===== config.mk =====
export PLATFORM = sky130hd
export DESIGN_NAME = pll_lock_sequencer
export DESIGN_NICKNAME = d
export VERILOG_FILES = /design/src/rtl/pll_ctrl_pkg.sv /design/src/rtl/sync_2ff.sv /design/src/rtl/pll_lock_sequencer.sv
export SDC_FILE = /design/constraint.sdc
export NUM_CORES = 1
export LEC_CHECK = 0
export ABC_AREA = 0
export ABC_CLOCK_PERIOD_IN_PS = 2900
export CAP_MARGIN = 20
export CELL_PAD_IN_SITES_DETAIL_PLACEMENT = 1
export CELL_PAD_IN_SITES_GLOBAL_PLACEMENT = 2
export CORE_AREA = 2 2 68 70
export DETAILED_ROUTE_END_ITERATION = 7
export DIE_AREA = 0 0 70 72
export PLACE_DENSITY = 0.84
export SETUP_SLACK_MARGIN = 0.1
export SKIP_LAST_GASP = 1
export SLEW_MARGIN = 10
export SYNTH_ARGS = -nofsm -noshare
export SYNTH_HDL_FRONTEND = slang
export SYNTH_SLANG_ARGS = --single-unit

===== constraint.sdc =====
create_clock -name clk -period 2.9 [get_ports clk]
set_input_delay 0.435 -clock clk [delete_from_list [all_inputs] [get_ports clk]]
set_output_delay 0.435 -clock clk [all_outputs]
set_load 0.02 [all_outputs]

===== src/rtl/pll_ctrl_pkg.sv =====
// ----------------------------------------------------------------------------
// pll_ctrl_pkg : shared states and default constants for the PLL lock sequencer
// Revision     : 1.0
// ----------------------------------------------------------------------------
`default_nettype none

package pll_ctrl_pkg;

   typedef enum logic [2:0] {
      RESET_PLL = 3'd0,
      WAIT_LOCK = 3'd1,
      STABLE    = 3'd2,
      RUN       = 3'd3,
      FAIL      = 3'd4
   } state_t;

   localparam int DEF_PLL_RST_CYCLES = 16;
   localparam int DEF_LOCK_TIMEOUT   = 65536;
   localparam int DEF_STABLE_CYCLES  = 1024;
   localparam int DEF_MAX_RETRIES    = 4;

   function automatic int max3(input int a, input int b, input int c);
      int m;
      m = (a > b) ? a : b;
      return (m > c) ? m : c;
   endfunction

endpackage

`default_nettype wire


===== src/rtl/sync_2ff.sv =====
// ----------------------------------------------------------------------------
// sync_2ff : generic 1-bit two-flop synchronizer with synchronous reset to 0
// Revision : 1.0
// ----------------------------------------------------------------------------
`default_nettype none

module sync_2ff (
   input  logic clk,
   input  logic reset,
   input  logic d,
   output logic q
);

   logic meta;

   always_ff @(posedge clk) begin
      if (reset) begin
         meta <= 1'b0;
         q    <= 1'b0;
      end else begin
         meta <= d;
         q    <= meta;
      end
   end

endmodule

`default_nettype wire


===== src/rtl/pll_lock_sequencer.sv =====
// ----------------------------------------------------------------------------
// pll_lock_sequencer : drives PLL RESETB, qualifies LOCK and gates system reset
// Revision           : 1.0
// ----------------------------------------------------------------------------
`default_nettype none

module pll_lock_sequencer
   import pll_ctrl_pkg::*;
#(
   parameter int PLL_RST_CYCLES = DEF_PLL_RST_CYCLES,
   parameter int LOCK_TIMEOUT   = DEF_LOCK_TIMEOUT,
   parameter int STABLE_CYCLES  = DEF_STABLE_CYCLES,
   parameter int MAX_RETRIES    = DEF_MAX_RETRIES
) (
   input  logic       clk,
   input  logic       reset,
   input  logic       locked,
   input  logic       restart,
   output logic       pll_resetb,
   output logic       sys_reset,
   output logic       ready,
   output logic       fail,
   output logic [3:0] retries,
   output logic       lock_lost
);

   localparam int CNT_MAX = max3(PLL_RST_CYCLES, LOCK_TIMEOUT, STABLE_CYCLES);
   localparam int CNT_W   = (CNT_MAX > 1) ? $clog2(CNT_MAX) : 1;

   localparam logic [CNT_W-1:0] RST_LAST     = CNT_W'(PLL_RST_CYCLES - 1);
   localparam logic [CNT_W-1:0] TIMEOUT_LAST = CNT_W'(LOCK_TIMEOUT - 1);
   localparam logic [CNT_W-1:0] STABLE_LAST  = CNT_W'(STABLE_CYCLES - 1);
   localparam logic [3:0]       RETRY_LIMIT  = 4'(MAX_RETRIES);

   logic             lock_s;
   state_t           state;
   state_t           state_next;
   logic [CNT_W-1:0] cnt;
   logic             timeout_hit;

   logic             pll_resetb_next;
   logic             sys_reset_next;
   logic             ready_next;
   logic             fail_next;
   logic [3:0]       retries_next;
   logic             lock_lost_next;

   sync_2ff u_lock_sync (
      .clk   (clk),
      .reset (reset),
      .d     (locked),
      .q     (lock_s)
   );

   assign timeout_hit = (state == WAIT_LOCK) && !lock_s && (cnt == TIMEOUT_LAST);

   // State, counter and all outputs are registered together so every output
   // changes on the same edge as the state it decodes.
   always_ff @(posedge clk) begin
      if (reset) begin
         state      <= RESET_PLL;
         cnt        <= '0;
         pll_resetb <= 1'b0;
         sys_reset  <= 1'b1;
         ready      <= 1'b0;
         fail       <= 1'b0;
         retries    <= 4'd0;
         lock_lost  <= 1'b0;
      end else begin
         state <= state_next;
         if (restart || (state_next != state))
            cnt <= '0;
         else if ((state == RESET_PLL) || (state == WAIT_LOCK) || (state == STABLE))
            cnt <= cnt + CNT_W'(1);
         pll_resetb <= pll_resetb_next;
         sys_reset  <= sys_reset_next;
         ready      <= ready_next;
         fail       <= fail_next;
         retries    <= retries_next;
         lock_lost  <= lock_lost_next;
      end
   end

   always_comb begin
      state_next = state;
      if (restart) begin
         state_next = RESET_PLL;
      end else begin
         unique case (state)
            RESET_PLL: if (cnt == RST_LAST) state_next = WAIT_LOCK;
            WAIT_LOCK: begin
               if (lock_s)
                  state_next = STABLE;
               else if (timeout_hit)
                  state_next = (retries == RETRY_LIMIT) ? FAIL : RESET_PLL;
            end
            STABLE: begin
               if (!lock_s)
                  state_next = WAIT_LOCK;
               else if (cnt == STABLE_LAST)
                  state_next = RUN;
            end
            RUN:     if (!lock_s) state_next = RESET_PLL;
            FAIL:    state_next = FAIL;
            default: state_next = RESET_PLL;
         endcase
      end
   end

   always_comb begin
      pll_resetb_next = !((state_next == RESET_PLL) || (state_next == FAIL));
      sys_reset_next  = (state_next != RUN);
      ready_next      = (state_next == RUN);
      fail_next       = (state_next == FAIL);
      lock_lost_next  = !restart && (state == RUN) && !lock_s;

      retries_next = retries;
      if (restart || (state_next == RUN))
         retries_next = 4'd0;
      else if (timeout_hit && (retries != RETRY_LIMIT))
         retries_next = retries + 4'd1;
   end

endmodule

`default_nettype wire


---- Yosys cells after proc, flatten, opt, wreduce, memory -nomap -nowiden ----
Cells that the tools add are included.
word-level totals
  input port bits ......................... 4
  output and inout bits ................... 9
  bits in registers ....................... 30
  word-level logic and storage cells ...... 51
operators by class
  add/sub/neg operators ................... 2
  eq/ne operators ......................... 13
  reductions and logical operators ........ 17
  mux-type cells .......................... 9
operators with widths
  operator                                                number
  2-to-1 mux 3 bit                                        8
  adder 16 x 1 -> 16 bit (second input constant)          1
  == test 16 x 10 -> 1 bit (second input constant)        1
  == test 16 bit (second input constant)                  1
  == test 16 x 4 -> 1 bit (second input constant)         1
  case mux 3 bit (5 select lines)                         1
  == test 3 x 2 -> 1 bit (second input constant)          3
  == test 3 bit (second input constant)                   2
  logical NOT 3 bit                                       2
  logical AND 1 bit                                       5
  logical OR 1 bit                                        5
  adder 4 x 1 -> 4 bit (second input constant)            1
  == test 4 x 3 -> 1 bit (second input constant)          1
  inequality test 4 x 3 -> 1 bit (second input constant)  1
  OR reduction 2 bit                                      2
  == test 3 x 1 -> 1 bit (second input constant)          1
  logical NOT 1 bit                                       3
  inequality test 3 x 2 -> 1 bit (second input constant)  1
  inequality test 3 bit                                   1

---- Depth between registers and ports, before layout ----
Gate-level depths: netlist of run 1.
  word-level depth ........................ 10
  depth in mapped cells ................... 10
  depth with buffers taken out ............ 8

---- Modules after synthesis ----
A second synthesis of run 1 with hierarchy kept.
unflattened totals
  cells, all modules ...................... 181
  area, all modules ....................... 1,546.5 sq um
modules (own cells, without submodules)
  module              instances  seq. area each (sq um)  cells an instance  area each (sq um)
  pll_lock_sequencer  1          560.5                   177                1,493.9
  sync_2ff            1          40.0                    4                  52.6

---- Worst setup path after synthesis of run 1 ----
No wires, ideal clock.
  path type ............................... reg2reg
  start ................................... register cnt[0]
  end ..................................... register cnt[0]
  data required time ...................... 2.785 ns
  path slack .............................. 0.875 ns
  arrival time ............................ 1.910 ns
  period minus slack after synthesis ...... 2.025 ns
  path buffers ............................ 3
  cell stages (with the launch flop) ...... 11
  library setup time ...................... 0.115 ns
  path through ............................ dfxtp_1 > ha_1 > and3_1 > clkbuf_1 > nand2_1 > or3_1 > buf_6 > o211ai_4 > or3b_1 > buf_6 > nor2_1
between the ends
  word-level cells in the longest chain between the ends .. 9
  elaborated cells between the ends (all ways) .. 15
  classes of those cells .................. 1 x add/sub; 4 x eq/ne; 7 x mux; 3 x reduce/logical
ends and longest elaborated chain
  item                             RTL line                  RTL
  from (decl)                      pll_lock_sequencer.sv:38  logic [CNT_W-1:0] cnt;
  from (signal assigned)           pll_lock_sequencer.sv:74  cnt <= cnt + CNT_W'(1);
  == test 16 bit                   pll_lock_sequencer.sv:55  assign timeout_hit = (state == WAIT_LOCK) && !lock_s && (cnt == TIMEOUT_LAST);
  logical AND 1 bit                pll_lock_sequencer.sv:55
  2-to-1 mux 3 bit                 pll_lock_sequencer.sv:94  else if (timeout_hit)
  2-to-1 mux 3 bit                 pll_lock_sequencer.sv:92  if (lock_s)
  case mux 3 bit (5 select lines)  pll_lock_sequencer.sv:89  unique case (state)
  2-to-1 mux 3 bit                 pll_lock_sequencer.sv:86  if (restart) begin
  inequality test 3 bit            pll_lock_sequencer.sv:71  if (restart || (state_next != state))
  logical OR 1 bit                 pll_lock_sequencer.sv:71
  OR reduction 2 bit (no line)     n/a
Several ways; a longest one is shown, not always the timed one.
A chain may end at the register's enable or synchronous reset.

---- Worst setup path after layout of run 1 ----
  start ................................... register cnt[0]
  end ..................................... register cnt[9]
Same word-level chain as after synthesis.

==> reports/results.ini, run 1 <==
[synth]
mappedNetlistArea_um2=1434
synth_top_cell_area_share_pct=41.88
ys.flop_type=sky130_fd_sc_hd__dfxtp_1
number_of_warning_messages_in_the_yosys_log=0
synth_top_cells_by_count=sky130_fd_sc_hd__dfxtp_1, sky130_fd_sc_hd__nor2_1, sky130_fd_sc_hd__xor2_1
share_of_synthesized_area_occupied_by_flip_flops_and_latches_pct=41.88
postSynthRegisterBits=30
synth.net_count=167
netlist_top_cells_area=sky130_fd_sc_hd__dfxtp_1, sky130_fd_sc_hd__xor2_1, sky130_fd_sc_hd__nor2_1, sky130_fd_sc_hd__xnor2_1, sky130_fd_sc_hd__nand3_1
synth_edf_count=0
synth_cell_types=41
post-synth-top-area-cell=sky130_fd_sc_hd__dfxtp_1
synth_cells=160
syn-mean-instance-area_um2=8.962
synth_async_sr_flop_share_pct=0
count_leader_synth=sky130_fd_sc_hd__dfxtp_1

[clocking]
clkTransAtPathRegs_ps=70
number_of_clock_sinks_seen_by_cts=30
cts.repair.resized=0
hold_buffers=0
tritoncts=yes
clkLatencyLatePin_ps=280
cts_root_buffer=sky130_fd_sc_hd__clkbuf_8
tritoncts.num_buffers=5
cts.path.max_buffers=2
h-tree-depth=2
post_cts_buffers=0

[place]
port-buffer-count=12
gp_routability_congestion=0.7826
post-dp-hpwl_um=2439
place_area_um2=1570

[die]
fp.dieW_um=70
core_region_area_um2=4264
floorplan.initialDensity_pct=33.63
chip_height_um=72
die_area_um2=5040
io_pins=13
floorplan.rows=24

[final_layout]
post_route_cells_drive_above_1_share_pct=9.302
nets_finish=178
syn_to_final_growth_pct=17.45
final_design_area_no_fill_um2=1684
antenna_diode_instance_count=0

[grt]
grt_overflow_total=0
grt_max_degree=12
grt_pass1_wl_um=5464
antenna_violations_before_repair=0
global_route.usage.total_pct=13.78
grt_pass1_vias=1222

[critical_path]
crit_path_max_fanout=10
crit_path_end_kind=flip-flop
timing_worst_setup_path_type=reg2reg
cp.arrival_ps=2430
critical_path_required_ps=3060
start_kind=flip-flop

[timing]
grt_setup_unrepaired=no
post-route-period-util_pct=78.35
final.min_clock_period_ps=2272
setup_viol=0
maxSlewHeadroom_pct=72.43
final_layout_setup_total_negative_slack_ps=0
clock_skew_ps=7.325
hold_viol_final=0
fmax_mhz=440.1
worst_tran_pin_value_ps=409.7
report.final.slew_viol_count=0

[route]
drcViolationCount=0
antenna_violating_nets_post_route=0
route.final.wire_length_um=3182
num_vias=1121
vias_per_cell=5.004
average_wire_length_per_cell_after_detail_routing_um=14.21
dr.first_iter.drc_count=45
initial_drt_pass_iterations=4

[pwr]
powerDensity_nw_per_um2=509.3
power.total_mw=0.8576
peakVddDrop_v=0.0002946
cellLeakagePower_nw=0.5818

[min_path]
worst_hold_path_type=reg2reg

[flow_run]
max-cap-violations=0

[status]
run_status=finished, final reports clean

power breakdown:
part / switching (mW) / internal (mW) / total, mW
Combinational: 0.0111 / 0.00876 / 0.0199
Clock: 0.165 / 0.255 / 0.420
Sequential: 0.00303 / 0.415 / 0.418
flip-flops by register name, summed over array words and instances (netlist names):
name and flops:
u_lock_sync.q 1, pll_resetb 1, cnt 16, ready 1, retries 4, fail 1, state 3, sys_reset 1
lock_lost 1, u_lock_sync.meta 1
stage by stage:
step           utilization [%]  hold slack [ps]  instances  setup WS [ps]
3_5_place_dp             36.83            427.8        216          641.5
5_1_grt                  39.50            461.1        224          413.8
2_1_floorplan                -            413.8        160          875.0
6_report                 39.50            443.4        224          627.9
4_1_cts                  39.50            451.9        224          625.9
3_3_place_gp             36.83            423.3        216          724.9
path summary, 6_finish.rpt:
kind | start | end | slack (ps) | cells after the start
hold reg to reg | u_lock_sync.meta | u_lock_sync.q | 440 | 1
hold / removal | u_lock_sync.meta | u_lock_sync.q | 440 | 1
setup reg to reg | cnt[0] | cnt[9] | 630 | 7
setup / recovery | cnt[0] | cnt[9] | 630 | 7
area by class of cell:
class,count,area [um^2]
repair buffers,12,120.1
flip-flops and latches,30,600.6
clock inverters,3,45.04
inverters,4,15.01
fillers,493,2580
well taps,52,65.06
multi-input cells,118,769.5
clock buffers,5,68.82
routing by layer:
metal,GRT usage (%),vias to the layer above,share of wire (%)
li1,-,564,-
met1,15.11,540,45
met2,25.08,13,51
met3,4.444,4,3.0
met4,4.915,0,1.2
met5,0,-,0
critical path: stages, from the launching register on:
cell                       delay (ps)
sky130_fd_sc_hd__dfxtp_1          400
sky130_fd_sc_hd__ha_1             190
sky130_fd_sc_hd__and3_1           290
sky130_fd_sc_hd__nand2_1          100
sky130_fd_sc_hd__or3_1            440
sky130_fd_sc_hd__o211ai_4         360
sky130_fd_sc_hd__or3b_1           300
sky130_fd_sc_hd__nor2_1            80
placed cells by master, fill, tap and decap left out, types with 4 or more instances in the layout:
| cell type | netlist | routed |
|---|---|---|
| sky130_fd_sc_hd__clkbuf_8 | 0 | 5 |
| sky130_fd_sc_hd__clkdlybuf4s50_1 | 0 | 12 |
| sky130_fd_sc_hd__dfxtp_1 | 30 | 30 |
| sky130_fd_sc_hd__inv_1 | 4 | 4 |
| sky130_fd_sc_hd__nand2_1 | 9 | 9 |
| sky130_fd_sc_hd__nand3_1 | 8 | 8 |
| sky130_fd_sc_hd__nand4_1 | 4 | 4 |
| sky130_fd_sc_hd__nor2_1 | 26 | 26 |
| sky130_fd_sc_hd__nor3_1 | 8 | 8 |
| sky130_fd_sc_hd__xnor2_1 | 5 | 5 |
| sky130_fd_sc_hd__xor2_1 | 14 | 14 |
kinds of logic (layout without fill, tap and decap cells):
group	Yosys count	in the layout	share of synthesized area, %
AND/OR/NAND/NOR	81	81	30.89
flip-flops	30	30	41.89
XOR/XNOR	19	19	11.61
AO/OA/AOI/OAI	13	13	7.155
buffers and inverters	12	24	4.449
adder cells (fa/ha/maj)	3	3	2.618
multiplexers	2	2	1.396
No activity file was read; power rests on OpenSTA's default activity.
==> run 2: changes to the inputs <==
--- a/config.mk
+++ b/config.mk
@@ -6,7 +6,7 @@
 export NUM_CORES = 1
 export LEC_CHECK = 0
 export ABC_AREA = 0
-export ABC_CLOCK_PERIOD_IN_PS = 2900
+export ABC_CLOCK_PERIOD_IN_PS = 2200
 export CAP_MARGIN = 20
 export CELL_PAD_IN_SITES_DETAIL_PLACEMENT = 1
 export CELL_PAD_IN_SITES_GLOBAL_PLACEMENT = 2
==> constraint.sdc (replaced) <==
create_clock -name clk -period 2.2 [get_ports clk]
set_input_delay 0.33 -clock clk [delete_from_list [all_inputs] [get_ports clk]]
set_output_delay 0.33 -clock clk [all_outputs]
set_load 0.02 [all_outputs]
==> run 2 against run 1 <==
Effect of this change: global-route usage is 1.2 points higher; total power is 22% higher; combinational power is 74% higher; routed wire length is 5.4% higher; sequential power is 32% higher; die area stayed put; core utilization is 2.1 points higher; clock power is 9.0% higher; non-clock buffer count is 8 higher; largest power group is now registers; highest routed layer unchanged.
==> reports/results.ini, run 2 (synthesized netlist as in run 1, its figures left out) <==
[critical_path]
start_point_of_the_critical_path=cnt[6]  ; was cnt[0]
crit_path_end_kind=flip-flop  ; unchanged
crit_path_max_fanout=5  ; was 10
cp.arrival_ps=2150  ; was 2430 ps
crit_path_end=pll_resetb  ; was cnt[9]
crit-reg2reg-launch=cnt[6]  ; was cnt[0]
reg2reg_to=pll_resetb  ; was cnt[9]
rrSetupSlack_ps=220  ; was 630 ps
worstRegToRegCells=6  ; was 7
critical_path_required_ps=2380  ; was 3060 ps
start_kind=flip-flop  ; unchanged
timing_worst_setup_path_type=reg2reg  ; unchanged

[clocking]
tritoncts.num_buffers=5  ; unchanged
hold_buffers=0  ; unchanged
clkTransAtPathRegs_ps=70  ; about the same
clkLatencyLatePin_ps=290  ; was 280 ps
cts.path.max_buffers=2  ; unchanged
cts_root_buffer=sky130_fd_sc_hd__clkbuf_8  ; unchanged
tritoncts=yes  ; unchanged
number_of_clock_sinks_seen_by_cts=30  ; unchanged
h-tree-depth=2  ; unchanged

[final_layout]
fillCellCount=511  ; was 493
register_area_um2=606.8  ; was 600.6 um^2
syn_to_final_growth_pct=23.73  ; was 17.45%
most_common_cell_after_layout_fill_and_taps_aside=sky130_fd_sc_hd__nor2_1  ; was sky130_fd_sc_hd__dfxtp_1
layout.cells.most_common_list=sky130_fd_sc_hd__nor2_1, sky130_fd_sc_hd__dfxtp_1, sky130_fd_sc_hd__xor2_1  ; was sky130_fd_sc_hd__dfxtp_1, sky130_fd_sc_hd__nor2_1, sky130_fd_sc_hd__xor2_1
post_route_cells_drive_above_1_share_pct=18.89  ; was 9.302%
multiInputGateArea_um2=803.3  ; was 769.5 um^2
largest_reg_flops=16  ; unchanged
reg_top3=cnt: 16 flops, retries: 4 flops, state: 3 flops  ; unchanged
nets_finish=186  ; was 178
antenna_diode_instance_count=0  ; unchanged
largest_register=cnt  ; unchanged
finalNonFillerCells=232  ; was 224

[pwr]
powerDensity_nw_per_um2=588.4  ; was 509.3 nW/um^2
cellLeakagePower_nw=0.6344  ; was 0.5818 nW
peakVddDrop_v=0.0003808  ; was 0.0002946 V
power.total_mw=1.044  ; was 0.8576 mW

[grt]
global_route.usage.total_pct=14.96  ; was 13.78%
grt_overflow_total=0  ; unchanged
antenna_violations_before_repair=0  ; unchanged
grt_pass1_wl_um=5920  ; was 5464 um
grt_pass1_vias=1264  ; was 1222
grt_max_degree=11  ; was 12

[timing]
fin_hold_ws_ps=450.7  ; was 443.4 ps
post-route-period-util_pct=89.78  ; was 78.35%
fmax_mhz=506.3  ; was 440.1 MHz
worst_tran_pin_value_ps=376.1  ; was 409.7 ps
clock_skew_ps=8.925  ; was 7.325 ps
report.final.slew_viol_count=0  ; unchanged
setup_viol=0  ; unchanged
grt_setup_unrepaired=no  ; unchanged
worst_slack_ps=224.9  ; was 627.9 ps
final_layout_setup_total_negative_slack_ps=0  ; unchanged
final.min_clock_period_ps=1975  ; was 2272 ps
hold_viol_final=0  ; unchanged
maxSlewHeadroom_pct=74.89  ; was 72.43%

[place]
gp_routability_congestion=0.7812  ; was 0.7826
pre_cts_ws_ps=72.46  ; was 641.5 ps
port-buffer-count=12  ; unchanged
post-dp-hpwl_um=2512  ; was 2439 um
dp.cells=223  ; was 216

[die]
chip_height_um=72  ; unchanged
floorplan.initialDensity_pct=33.63  ; unchanged
floorplan.rows=24  ; unchanged
fp.dieW_um=70  ; unchanged
io_pins=13  ; unchanged
die_area_um2=5040  ; unchanged
core_region_area_um2=4264  ; unchanged

[status]
run_status=finished, final reports clean  ; unchanged

[route]
initial_drt_pass_iterations=3  ; was 4
route.final.wire_length_um=3355  ; was 3182 um
dr.first_iter.drc_count=19  ; was 45
average_wire_length_per_cell_after_detail_routing_um=14.46  ; was 14.21 um
antenna_violating_nets_post_route=0  ; unchanged
num_vias=1153  ; was 1121
vias_per_cell=4.970  ; was 5.004
drcViolationCount=0  ; unchanged

[flow_run]
max-cap-violations=0  ; unchanged

[min_path]
worstHoldStart=u_lock_sync.meta  ; unchanged
worst_hold_path_type=reg2reg  ; unchanged

-- run 2: cell count changes in the layout (fill, tap and decap cells not counted), moves of 2 or more --
cell                         delta
sky130_fd_sc_hd__clkinvlp_4     -2
sky130_fd_sc_hd__buf_4          +7
sky130_fd_sc_hd__dfxtp_1        -5
sky130_fd_sc_hd__dfxtp_2        +5
-- run 2: critical path, cell delays in order, from the launching register on --
cell	delay, ps
sky130_fd_sc_hd__dfxtp_1	400
sky130_fd_sc_hd__and4_4	280
sky130_fd_sc_hd__nand3_2	120
sky130_fd_sc_hd__or3_4	450
sky130_fd_sc_hd__a211oi_4	300
sky130_fd_sc_hd__nor3_1	90
sky130_fd_sc_hd__or2_1	230
-- run 2: how the worst min path moves through the flow --
stage	end	depth (start not counted)
6_report	u_lock_sync.q	1
5_1_grt	u_lock_sync.q	1
4_1_cts	u_lock_sync.q	1
3_5_place_dp	u_lock_sync.q	1
3_3_place_gp	u_lock_sync.q	1
2_1_floorplan	lock_lost	1
-- run 2: area by class of cell --
cell class | instances | share of cell area, %
clock buffer | 7 | 4.866
timing repair buffer | 20 | 10.86
sequential | 30 | 34.20
clock inverter | 1 | 0.2821
inverter | 4 | 0.8463
tap | 52 | 3.667
multi-input combinational | 118 | 45.28
-- run 2: where the power goes --
group	internal [mW]	switching, mW
Clock	0.252	0.206
Combinational	0.0174	0.0172
Sequential	0.547	0.00409
-- run 2: stage by stage --
step | area, um^2 | utilization, %
6_report | 1774 | 41.61
4_1_cts | 1743 | 40.87
5_1_grt | 1774 | 41.61
3_3_place_gp | 1635 | 38.35
2_1_floorplan | 1434 | -
3_5_place_dp | 1635 | 38.35
-- run 2: routing by layer --
metal | vias up | part of all wire (%) | global-route usage [%]
li1 | 580 | - | -
met1 | 553 | 45 | 17.04
met2 | 13 | 50 | 26.14
met3 | 7 | 3.2 | 4.583
met4 | 0 | 1.8 | 6.410
met5 | - | 0 | 0
-- run 2: what timing repair did --
action | in CTS | in global routing
cloned | 0 | 0
pin swaps | 1 | 2
gates resized for setup | 2 | 12
setup buffers | 1 | 0
endpoints found under the setup margin | 13 | 15
